## config.mk

```make
export PLATFORM = sky130hd
export DESIGN_NAME = id_stage_p
export DESIGN_NICKNAME = d
export VERILOG_FILES = /design/src/rtl/id_pkg.sv /design/src/rtl/id_bht.sv /design/src/rtl/id_stage_p.sv
export SDC_FILE = /design/constraint.sdc
export NUM_CORES = 1
export LEC_CHECK = 0
export BUFFER_PORTS_ARGS = -buffer_cell sky130_fd_sc_hd__buf_2
export CAP_MARGIN = 20
export CORE_MARGIN = 4
export CORE_UTILIZATION = 55
export DETAILED_ROUTE_END_ITERATION = 12
export GPL_TIMING_DRIVEN = 0
export PLACE_DENSITY_LB_ADDON = 0.25
export SYNTH_ARGS = -nofsm -noshare
export SYNTH_HDL_FRONTEND = slang
export SYNTH_HIERARCHICAL = 1
export SYNTH_SLANG_ARGS = --single-unit
```

## constraint.sdc

```tcl
create_clock -name clk -period 2.6 [get_ports clk]
set_input_delay 0.26 -clock clk [delete_from_list [all_inputs] [get_ports clk]]
set_output_delay 0.26 -clock clk [all_outputs]
set_load 0.02 [all_outputs]
```

## src/rtl/id_pkg.sv

```systemverilog
// Shared decode definitions for the instruction-decode stage: opcodes, the
// predictor reset value and the control half of the ID/EX payload.
package id_pkg;

  localparam logic [4:0] OP_BR0   = 5'b01010;
  localparam logic [4:0] OP_BR1   = 5'b01011;
  localparam logic [4:0] OP_BR2   = 5'b01100;
  localparam logic [4:0] OP_LOAD  = 5'b01101;
  localparam logic [4:0] OP_STORE = 5'b01110;
  localparam logic [4:0] OP_FFT   = 5'b11000;
  localparam logic [4:0] OP_CRY0  = 5'b11001;
  localparam logic [4:0] OP_CRY1  = 5'b11010;

  // Weakly taken, so a cold predictor behaves like the old static policy.
  localparam logic [1:0] BHT_RST = 2'b10;

  typedef struct packed {
    logic [4:0] opcode;
    logic       mem_read;
    logic       mem_write;
    logic       fft;
    logic       crypto;
    logic       branch;
    logic [1:0] prediction;
  } id_ctrl_t;

  function automatic id_ctrl_t decode_ctrl(input logic [4:0] op, input logic [1:0] ctr);
    id_ctrl_t c;
    c            = '0;
    c.opcode     = op;
    c.mem_read   = (op == OP_LOAD);
    c.mem_write  = (op == OP_STORE);
    c.fft        = (op == OP_FFT);
    c.crypto     = (op == OP_CRY0) || (op == OP_CRY1);
    c.branch     = (op == OP_BR0) || (op == OP_BR1) || (op == OP_BR2);
    c.prediction = c.branch ? ctr : 2'b00;
    return c;
  endfunction

endpackage

```

## src/rtl/id_bht.sv

```systemverilog
// Branch history table of 2-bit saturating counters; the lookup is a plain
// array read so a same-cycle update is only visible from the next cycle.
module id_bht
  import id_pkg::*;
#(
  parameter  int BHT_DEPTH = 16,
  localparam int BI        = $clog2(BHT_DEPTH)
) (
  input  logic          clk,
  input  logic          rst,
  input  logic [BI-1:0] lkp_idx_i,
  output logic [1:0]    lkp_ctr_o,
  input  logic          upd_valid_i,
  input  logic [BI-1:0] upd_idx_i,
  input  logic          upd_taken_i
);

  logic [1:0] ctr_q [BHT_DEPTH];

  function automatic logic [1:0] sat_step(input logic [1:0] c, input logic taken);
    if (taken) return (c == 2'b11) ? c : c + 2'b01;
    return (c == 2'b00) ? c : c - 2'b01;
  endfunction

  always_ff @(posedge clk or negedge rst) begin
    if (!rst) begin
      for (int i = 0; i < BHT_DEPTH; i++) ctr_q[i] <= BHT_RST;
    end else if (upd_valid_i) begin
      ctr_q[upd_idx_i] <= sat_step(ctr_q[upd_idx_i], upd_taken_i);
    end
  end

  assign lkp_ctr_o = ctr_q[lkp_idx_i];

endmodule

```

## src/rtl/id_stage_p.sv

```systemverilog
// Instruction decode: register file with write-back bypass, load-use hazard
// detection, dynamic branch prediction and the ID/EX pipeline register.
module id_stage_p
  import id_pkg::*;
#(
  parameter  int XLEN      = 19,
  parameter  int NREG      = 8,
  parameter  int IMM_W     = 15,
  parameter  int BHT_DEPTH = 16,
  localparam int RA        = $clog2(NREG)
) (
  input  logic            clk,
  input  logic            rst,
  input  logic            if_valid,
  input  logic [XLEN-1:0] if_instr,
  input  logic [XLEN-1:0] if_pc,
  output logic            id_ready,
  input  logic            wb_we,
  input  logic [RA-1:0]   wb_rd,
  input  logic [XLEN-1:0] wb_data,
  input  logic            flush,
  input  logic            br_upd_valid,
  input  logic [XLEN-1:0] br_upd_pc,
  input  logic            br_upd_taken,
  input  logic            ex_ready,
  output logic            ex_valid,
  output logic [4:0]      ex_opcode,
  output logic [RA-1:0]   ex_rd,
  output logic [RA-1:0]   ex_rs1,
  output logic [RA-1:0]   ex_rs2,
  output logic [XLEN-1:0] ex_rs1_data,
  output logic [XLEN-1:0] ex_rs2_data,
  output logic [XLEN-1:0] ex_imm,
  output logic [XLEN-1:0] ex_pc,
  output logic            ex_mem_read,
  output logic            ex_mem_write,
  output logic            ex_fft,
  output logic            ex_crypto,
  output logic            ex_branch,
  output logic [1:0]      ex_prediction
);

  localparam int BI = $clog2(BHT_DEPTH);

  function automatic logic signed [XLEN-1:0] sext_imm(input logic [IMM_W-1:0] f);
    return $signed({{(XLEN-IMM_W){f[IMM_W-1]}}, f});
  endfunction

  logic [4:0]             if_op;
  logic [RA-1:0]          if_rd, if_rs1, if_rs2;
  logic [XLEN-1:0]        rs1_data_d, rs2_data_d;
  logic signed [XLEN-1:0] imm_d;
  logic [1:0]             bht_ctr;
  id_ctrl_t               ctrl_d;
  logic                   hazard, advance, accept, valid_d;

  logic [XLEN-1:0]        rf_q [NREG];
  logic                   valid_q;
  id_ctrl_t               ctrl_q;
  logic [RA-1:0]          rd_q, rs1_q, rs2_q;
  logic [XLEN-1:0]        rs1_data_q, rs2_data_q, pc_q;
  logic signed [XLEN-1:0] imm_q;

  // Only the index bits of the resolved PC select a counter.
  logic unused_upd_pc_hi;
  assign unused_upd_pc_hi = ^br_upd_pc[XLEN-1:BI];

  // ---- decode (combinational, IF -> ID) ----
  assign if_op  = if_instr[XLEN-1 -: 5];
  assign if_rd  = if_instr[XLEN-6 -: RA];
  assign if_rs1 = if_instr[XLEN-6-RA -: RA];
  assign if_rs2 = if_instr[XLEN-6-2*RA -: RA];
  assign imm_d  = sext_imm(if_instr[IMM_W-1:0]);

  // A write-back in the decode cycle wins over the stored register value.
  assign rs1_data_d = (wb_we && wb_rd == if_rs1) ? wb_data : rf_q[if_rs1];
  assign rs2_data_d = (wb_we && wb_rd == if_rs2) ? wb_data : rf_q[if_rs2];

  id_bht #(
    .BHT_DEPTH (BHT_DEPTH)
  ) u_bht (
    .clk         (clk),
    .rst         (rst),
    .lkp_idx_i   (if_pc[BI-1:0]),
    .lkp_ctr_o   (bht_ctr),
    .upd_valid_i (br_upd_valid),
    .upd_idx_i   (br_upd_pc[BI-1:0]),
    .upd_taken_i (br_upd_taken)
  );

  assign ctrl_d = decode_ctrl(if_op, bht_ctr);

  assign hazard   = if_valid & valid_q & ctrl_q.mem_read &
                    ((rd_q == if_rs1) | (rd_q == if_rs2));
  assign advance  = ~valid_q | ex_ready;
  assign id_ready = rst & ~flush & ~hazard & advance;
  assign accept   = if_valid & id_ready;

  always_comb begin
    valid_d = valid_q;
    if (flush)        valid_d = 1'b0;
    else if (advance) valid_d = accept;
  end

  always_ff @(posedge clk or negedge rst) begin
    if (!rst) begin
      for (int i = 0; i < NREG; i++) rf_q[i] <= '0;
    end else if (wb_we) begin
      rf_q[wb_rd] <= wb_data;
    end
  end

  // ---- ID/EX register ----
  always_ff @(posedge clk or negedge rst) begin
    if (!rst) begin
      valid_q    <= 1'b0;
      ctrl_q     <= '0;
      rd_q       <= '0;
      rs1_q      <= '0;
      rs2_q      <= '0;
      rs1_data_q <= '0;
      rs2_data_q <= '0;
      imm_q      <= '0;
      pc_q       <= '0;
    end else begin
      valid_q <= valid_d;
      if (accept) begin
        ctrl_q     <= ctrl_d;
        rd_q       <= if_rd;
        rs1_q      <= if_rs1;
        rs2_q      <= if_rs2;
        rs1_data_q <= rs1_data_d;
        rs2_data_q <= rs2_data_d;
        imm_q      <= imm_d;
        pc_q       <= if_pc;
      end
    end
  end

  assign ex_valid      = valid_q;
  assign ex_opcode     = ctrl_q.opcode;
  assign ex_rd         = rd_q;
  assign ex_rs1        = rs1_q;
  assign ex_rs2        = rs2_q;
  assign ex_rs1_data   = rs1_data_q;
  assign ex_rs2_data   = rs2_data_q;
  assign ex_imm        = imm_q;
  assign ex_pc         = pc_q;
  assign ex_mem_read   = ctrl_q.mem_read;
  assign ex_mem_write  = ctrl_q.mem_write;
  assign ex_fft        = ctrl_q.fft;
  assign ex_crypto     = ctrl_q.crypto;
  assign ex_branch     = ctrl_q.branch;
  assign ex_prediction = ctrl_q.prediction;

endmodule

```

# Yosys cells after proc, flatten, opt, wreduce, memory -nomap -nowiden
# Index checks and enable logic that the tools add are counted.
# word_totals
register_bits	278
input_bits	87
out_inout_bits	99
word_cells	117
# classes
n_addsub	2
magnitude_cmp	7
eq_ne	13
mux	30
bitwise	17
reduce_logical	9
# ops
cell	count
$bwmux W152	1
$mux W19	7
$bmux W19 S3	2
$demux W19 S3	1
$bwmux W32	1
$eq A5 B4 Y1 const B	5
$mux W2	11
$bmux W2 S4	2
$eq A5 B5 Y1 const B	3
$eq A3 B3 Y1	4
$ge A4 B4 Y1 const B	3
$not A3 Y4	3
$ge A5 B5 Y1 const B	2
$not A4 Y5	2
$demux W2 S4	1
$and A1 B1 Y1	7
$lt A5 B1 Y1 const B	1
$logic_and A1 B1 Y1	4
$lt A4 B1 Y1 const B	1
$mux W1	4
$logic_or A1 B1 Y1	3
$not A1 Y1	3
$add A2 B1 Y2 const B	1
$eq A2 B2 Y1 const B	1
other kinds (4)	5

# Depth between registers and ports, before layout
# Gate-level depths: netlist of run 1.
# depth
word_depth	10
ltp_mapped	7
mapped_depth_nobuf	5

# By module
# Netlist of run 1, hierarchy kept.
# by_module_without_submodules
module	n_inst	cells_each	area_each_um2	seq_area_each_um2
id_stage_p	1	758	12418.2	5905.7
id_bht	1	137	1925.6	820.8

# Least setup slack after synthesis of run 1
# Ideal clock, no wire load.
# synth_timing
path_type	input to register
start	input port br_upd_pc[1]
end	register u_bht/ctr_q[30] in the netlist's numbering
setup_time_ns	0.125
arrival_time_ns	1.989
required_ns	2.475
path_slack_ns	0.486
stages	6
path_buffers	1
cell_sequence	buf_6 > mux4_2 > mux2_2 > mux2_4 > maj3_2 > mux2_2
# synth_via
elab_chain_cells	10
word_cells_on_any_way	19
classes_between	2 x add/sub; 2 x order compare; 1 x eq/ne; 11 x mux; 1 x bitwise; 2 x reduce/logical
# synth_lines
element	line_no	rtl
start, declared	id_stage_p.sv:23	input logic [XLEN-1:0] br_upd_pc,
$not A4 Y5 (implied by the code) (*)	id_bht.sv:29	ctr_q[upd_idx_i] <= sat_step(ctr_q[upd_idx_i], upd_taken_i);
$bmux W2 S4	id_bht.sv:29	
$mux W2 (implied by the code) (2 in a row)	id_bht.sv:29	
$add A2 B1 Y2 / $eq A2 B2 Y1 (equally long branches)	id_bht.sv:21	if (taken) return (c == 2'b11) ? c : c + 2'b01;
$mux W2 (2 in a row)	id_bht.sv:21	
$mux W2	id_bht.sv:22	return (c == 2'b00) ? c : c - 2'b01;
$mux W2	id_bht.sv:28	end else if (upd_valid_i) begin
$bwmux W32 (*)	id_bht.sv:29	
end signal, assigned by index	id_bht.sv:29	
end, declared	id_bht.sv:18	logic [1:0] ctr_q [BHT_DEPTH];
# Mark *: on every way between the ends. The rest lies on a longest branch, timed or not. The select of a mux whose other input is x is not followed.
# A chain may end at the register's enable or synchronous reset.

==> impl_results.md, run 1 <==
- DRC violations left: 0
- Yosys top cell by area: dfrtp_1
- Worst slew margin: 0.281
- Min Clock Period, post-route: 2460 ps
- Total iterations of the first detailed-routing run: 5
- Critical path launch point type: flop
- Reg area: 0.00673 mm^2
- Initial DRC count: 455
- Top cell type's share of synthesized area: 0.440
- H-tree Lvls: 1
- Via count: 8,868
- First-pass GRT wire length: 54,200 um
- GPL Wtd Cong: 0.825
- Fmax: 0.406 GHz
- CP endpoint kind: output port
- Per-cell routed wire length: 24.0 um
- Total grt overflow: 0
- Final Cycle Share: 0.946
- Cell area after synthesis: 0.0143 mm^2
- Vias in the first global route: 9,429
- Fill count: 1,805
- P&R area growth vs syn: 17.8%
- Root Buffer: clkbuf_16
- CTS tree: done
- Largest cells by area after synthesis: dfrtp_1 44%, mux2_2 24%, mux4_1 14%
- Area of the multi-input gates: 0.00705 mm^2
- Crit Reg-Reg Startpoint: ex_imm[13]
- WS Path Type: flop to output port
- WL final: 35,000 um
- Initial Util: 0.565
- Die Footprint: 0.0287 mm^2
- Clock skew: 8.25 ps
- Synth warnings: 6
- Initial antenna violation count: 2
- Largest net degree at the start of global routing: 122
- Drt via density: 6.09
- Max-cap violations: 0
- Power per cell area: 860 mW/mm^2
- Leak: 7.47 nW
- GRT Total Usage: 0.244
- ANT nets after route: 0
- Chip width: 169 um
- Rows: 58
- IO Pins: 186
- Peak supply drop: 0.000705 V
- Seq/Total Area, Yosys: 0.469
- Hold Fails Final Rpt: 0
- Seq cells post-synth: 268
- DP HPWL: 22,400 um
- Clock-pin slew on the worst setup and hold paths: 60 ps
- WP data required: 2340 ps
- Clk sinks: 268
- Die Y: 169 um
- Worst slew pin tran: 1070 ps
- Setup violations, final: 0
- Skew-Pair Late Insertion Delay: 550 ps
- PortBufs: 140
- Crit path max fanout: 5
- RSZ-0062 raised after global routing: no
- Run status: completed
- CP startpoint: ex_imm[13]
- Syn Inst Count: 895
- Synthesized Nets: 982
- Arrival @ worst endpoint: 2200 ps
- Final Non-Filler Cells: 1,456
- Hold WC Path Type: primary input to flop
- Dpl cells: 1,367
- Core area: 0.0254 mm^2
- Clock Tree Buf Depth: 3
- Final hold slack: 30.2 ps
- TritonCTS buffer count: 29
- Share of cells above drive strength 1: 0.562
- Syn_area_per_cell: 16.0 um^2
- Hold Startpoint: if_instr[14]
- Layout Nets: 1,190
- Final Slew Violations: 0
- Synth cell types: 41
- # diodes: 0
[logic make-up after synthesis]
kind of cell / synth area share
multiplexers: 0.451
buffers and inverters: 0.0397
XOR/XNOR: 0.00733
AO/OA/AOI/OAI: 0.00523
flip-flops: 0.469
adder cells (fa/ha/maj): 0.00148
AND/OR/NAND/NOR: 0.0261
[power breakdown]
group | internal, mW | switching, mW | leakage, nW | total (mW)
clock | 2.58 | 1.72 | 0.483 | 4.30
sequential | 5.35 | 0.727 | 3.20 | 6.07
combinational | 2.40 | 1.76 | 3.79 | 4.16
total | 10.3 | 4.21 | 7.47 | 14.5
[synth_stat cells (all sizes together)]
cell type,n
xor2,6
o21bai,2
nand3,1
mux2i,5
nor2b,2
o31ai,2
nand4,3
or2,1
dfrtp,252
nor3,4
or3,2
mux2,344
nor3b,3
nand2,9
nor4,2
xnor2,6
nand3b,6
mux4,94
maj3,2
a21boi,1
buf,79
nor2,14
and4b,1
clkbuf,14
o21ai,2
a21o,1
inv,3
a21oi,4
nand2b,9
or3b,1
dfstp,16
nand4b,4
[worst paths after layout]
kind / to / slack, ps / cells after the start
worst min register to register: u_bht/ctr_q[1] / 480 / 2
worst max-delay path: id_ready / 140 / 5
worst min-delay path: ex_opcode[0] / 30 / 2
min in group asynchronous: ex_rs2_data[1] / 310 / 3
max in group asynchronous: rf_q[107] / 1400 / 4
worst max register to register: ex_rs2_data[16] / 330 / 6
[state kept, by name, summed over array words and instances, names as in the netlist, 2 cells and up]
name	count
ex_pc	19
ex_opcode	5
ex_rs2	2
ex_rs2_data	19
ex_imm	8
ex_rs1_data	19
u_bht/ctr_q	32
ex_prediction	2
ex_rd	2
rf_q	152
ex_rs1	2
[cells in the final DEF (no fill, tap or decap), drive strengths merged, types with 5 or more instances in the layout]
master and n:
nor2 14, xor2 6, bufinv 5, mux2 344
clkinv 9, dfstp 16, mux4 94, mux2i 5
nand2b 9, nand2 9, dlygate4sd3 33, dfrtp 252
xnor2 6, clkbuf 52, buf 221, nand3b 6
[area by class of cell]
class | count | share of cell area
sequential | 268 | 0.398
inverter | 3 | 0.000666
multi-input combinational | 531 | 0.417
clock inverter | 18 | 0.0136
tap | 330 | 0.0244
buffer | 93 | 0.0332
timing repair buffer | 177 | 0.0680
clock buffer | 36 | 0.0451
[worst max-delay path, cell delays in order, from the launching register on]
cell     delay [ps]
dfrtp_1         480
xor2_1          180
nor4_1          470
o21ai_0         150
and4b_1         220
buf_2           160
[repair_timing]
item / CTS / global route
setup buffers: 0 / 0
hold buffers: 34 / 0
setup endpoints to repair: 0 / 18
resized for setup: 0 / 1
endpoints found under the hold margin: 76 / 0
[through the flow]
stage | utilization | total power, mW | setup TNS (ps) | setup WS, ps | area [um^2]
after floorplan | - | 8.99 | 0 | 486 | 14300
after global placement | 0.609 | 10.1 | -1315250 | -4330 | 15500
after detailed placement | 0.611 | 10.2 | -9190 | -199 | 15500
after CTS | 0.664 | 14.6 | 0 | 63.3 | 16900
after global routing | 0.665 | 15.2 | 0 | 55.1 | 16900
final | 0.665 | 14.5 | 0 | 139 | 16900
[per-layer routing]
layer  GRT usage  vias up  routed length [um]
met5           0        -                  24
met1       0.332     4664               14700
met3      0.0382       79                1820
li1            -     3856                   -
met4      0.0735        4                1030
met2       0.411      265               17300
Power figures use the tool's default switching activity.
==> inputs of run 2 (changes only) <==
- CORE_UTILIZATION: 55 -> 53
- CTS_CLUSTER_SIZE: default -> 12
- clock period: 2.6 -> 2.1 ns (I/O delays scaled with it)
==> run 2 against run 1 <==
Effect of this change: the run now ends with negative hold slack, negative setup slack left; flip-flop and latch count unchanged; die area increased by 3.6%; sequential power increased by 24%; critical path depth unchanged; global-route usage decreased by 1.8 points; design area increased by 0.12%; count of clock-buffer cells in the layout increased by 6; hold slack got worse by 370 ps.
==> impl_results.md, run 2 (same netlist as run 1, synthesis figures left out) <==
- Top reg by flops: rf_q (unchanged)
- Die Y: 173 um (was 169 um)
- Share of cells above drive strength 1: 0.570 (was 0.562)
- Hold Fails Final Rpt: 252 (was 0)
- Area of the multi-input gates: 0.00710 mm^2 (was 0.00705 mm^2)
- Cell chain of the critical path: xor2_2 > nor4_4 > o21ai_1 > and4b_1 > buf_2 (was xor2_1 > nor4_1 > o21ai_0 > and4b_1 > buf_2)
- Final Slew Violations: 0 (unchanged)
- Fmax: 0.452 GHz
- Failing checks: negative hold slack, negative setup slack
- Crit path max fanout: 3 (was 5)
- Commonest non-fill, non-tap cell in the layout: mux2_2 (unchanged)
- DRC violations left: 0 (unchanged)
- FF-to-FF setup slack: -20 ps (was 330 ps)
- PortBufs: 140 (unchanged)
- TritonCTS buffer count: 29 (unchanged)
- P&R area growth vs syn: 18.0% (was 17.8%)
- Final Cycle Share: 1.05
- CP max-delay cell: dfrtp_2 (was dfrtp_1)
- Max FFs per register: 152 (unchanged)
- Power per cell area: 1030 mW/mm^2 (was 860 mW/mm^2)
- Layout Nets: 1,196 (was 1,190)
- CP bufs+invs: 1 (unchanged)
- Per-cell routed wire length: 23.2 um (was 24.0 um)
- IO Pins: 186 (unchanged)
- Min Clock Period, post-route: 2210 ps
- Initial Util: 0.544 (was 0.565)
- RSZ-0062 raised after global routing: yes (was no)
- Die Footprint: 0.0298 mm^2 (was 0.0287 mm^2)
- Leak: 7.47 nW (about the same)
- Final hold slack: -341 ps (was 30.2 ps)
- CP endpoint kind: output port (unchanged)
- Drt via density: 5.90 (was 6.09)
- Rows: 59 (was 58)
- Fin worst setup slack: -113 ps (was 139 ps)
- Crit Reg-Reg Startpoint: u_bht/ctr_q[1] (was ex_imm[13])
- CTS tree: done (unchanged)
- WP data required: 1890 ps (was 2340 ps)
- Largest regs: rf_q x152, u_bht/ctr_q x32 (unchanged)
- Peak supply drop: 0.000788 V (was 0.000705 V)
- Run status: finished with violations (was completed)
- Arrival @ worst endpoint: 2000 ps (was 2200 ps)
- GPL Wtd Cong: 0.843 (was 0.825)
- Critical path launch point type: flop (unchanged)
- Critical path's top delay family: simple AND/OR/NAND/NOR gates (unchanged)
- CP max stage delay: 460 ps (was 480 ps)
- Reg2reg end: u_bht/ctr_q[28] (was ex_rs2_data[16])
- Final Non-Filler Cells: 1,466 (was 1,456)
- ANT nets after route: 0 (unchanged)
- Initial DRC count: 504 (was 455)
- Total grt overflow: 0 (unchanged)
- Most frequent cells in the layout: 304 x mux2_2, 249 x dfrtp_1, 157 x buf_2, 76 x mux4_1, 40 x mux2_4 (was 305 x mux2_2, 252 x dfrtp_1, 161 x buf_2, 76 x mux4_1, 39 x mux2_4)
- Worst slew margin: 0.269 (was 0.281)
- Hold WC Path Type: primary input to asynchronous set/reset pin (was primary input to flop)
- Setup violations, final: 14 (was 0)
- Total iterations of the first detailed-routing run: 4 (was 5)
- Chip width: 173 um (was 169 um)
- Reg area: 0.00673 mm^2 (about the same)
- Clk sinks: 268 (unchanged)
- # diodes: 0 (unchanged)
- Root Buffer: clkbuf_16 (unchanged)
- Clock Tree Buf Depth: 3 (unchanged)
- Fill count: 1,946 (was 1,805)
- R2R depth: 5 (was 6)
- Via count: 8,646 (was 8,868)
- Core area: 0.0264 mm^2 (was 0.0254 mm^2)
- Max-cap violations: 0 (unchanged)
- Worst slew pin tran: 1090 ps (was 1070 ps)
- WL final: 34,000 um (was 35,000 um)
- Largest net degree at the start of global routing: 105 (was 122)
- Clock-pin slew on the worst setup and hold paths: 60 ps (about the same)
- CP Depth: 5 (unchanged)
- WS Path Type: flop to output port (unchanged)
- Vias in the first global route: 9,320 (was 9,429)
- Clock skew: 22.0 ps (was 8.25 ps)
- First-pass GRT wire length: 53,800 um (was 54,200 um)
- GRT Total Usage: 0.226 (was 0.244)
- Skew-Pair Late Insertion Delay: 550 ps (about the same)
- Initial antenna violation count: 0 (was 2)
- Dpl cells: 1,372 (was 1,367)
- H-tree Lvls: 1 (unchanged)
- DP HPWL: 22,400 um (about the same)
## run 2: cell types whose count changed in the layout (fill, tap and decap cells not counted), moves of 3 or more
cell	change
bufinv_16	-5
buf_4	+8
clkbuf_8	+3
clkbuf_1	+3
buf_6	+5
dfrtp_1	-3
dfrtp_2	+3
buf_2	-4
## run 2: worst reg2reg max path, delay by kind of cell, from the launching register on
kind / cells / cell delay (ps)
DFF: 1 / 380
muxes: 4 / 1290
adders and majority gates: 1 / 320
## run 2: routing by layer
layer,wire length (um),GRT usage,vias up,share of wire
met2,17100,0.382,221,0.50
li1,-,-,3863,-
met5,0,0,-,0
met3,1860,0.0399,23,0.055
met4,313,0.0406,0,0.0092
met1,14800,0.316,4539,0.43
## run 2: worst max path at each step
stage,startpoint,to
after floorplan,br_upd_pc[1],u_bht/ctr_q[30]
after detailed placement,rst,ex_rs1_data[0]
after global routing,ex_rd[1],id_ready
after CTS,ex_rd[0],id_ready
after global placement,rst,ex_rs1_data[4]
final,ex_rd[0],id_ready
## run 2: final cells by class
type                            count  area share
Tap cell                          335      0.0248
Clock inverter                     11     0.00362
Multi-Input combinational cell    531       0.420
Sequential cell                   268       0.398
Buffer                             92      0.0346
Clock buffer                       42      0.0481
Inverter                            3    0.000666
Timing Repair Buffer              184      0.0706
## run 2: power breakdown
group          total [mW]  switching [mW]  leakage (nW)  internal (mW)
clock network        4.75            2.07         0.437           2.68
logic                5.19            2.19          3.84           3.00
registers            7.51           0.888          3.19           6.62
total                17.5            5.15          7.47           12.3
## run 2: repair_timing
item	4_1_cts	5_1_grt
hold endpoints to repair	102	68
hold buffers	34	1
resized for setup	21	4
pin swaps	4	0
setup buffers	3	3
setup endpoints to repair	87	79
## run 2: stage by stage
step,TNS (ps),instance area (um^2),utilization,power (mW),worst slack [ps]
detailed placement,-71480,15500,0.589,12.7,-764
global placement,-1507130,15500,0.587,12.5,-4800
floorplan,0,14300,-,11.1,36.0
finish,-223,16900,0.642,17.5,-113
global route,-5770,16900,0.642,18.4,-181
CTS,-176,16800,0.639,17.6,-129
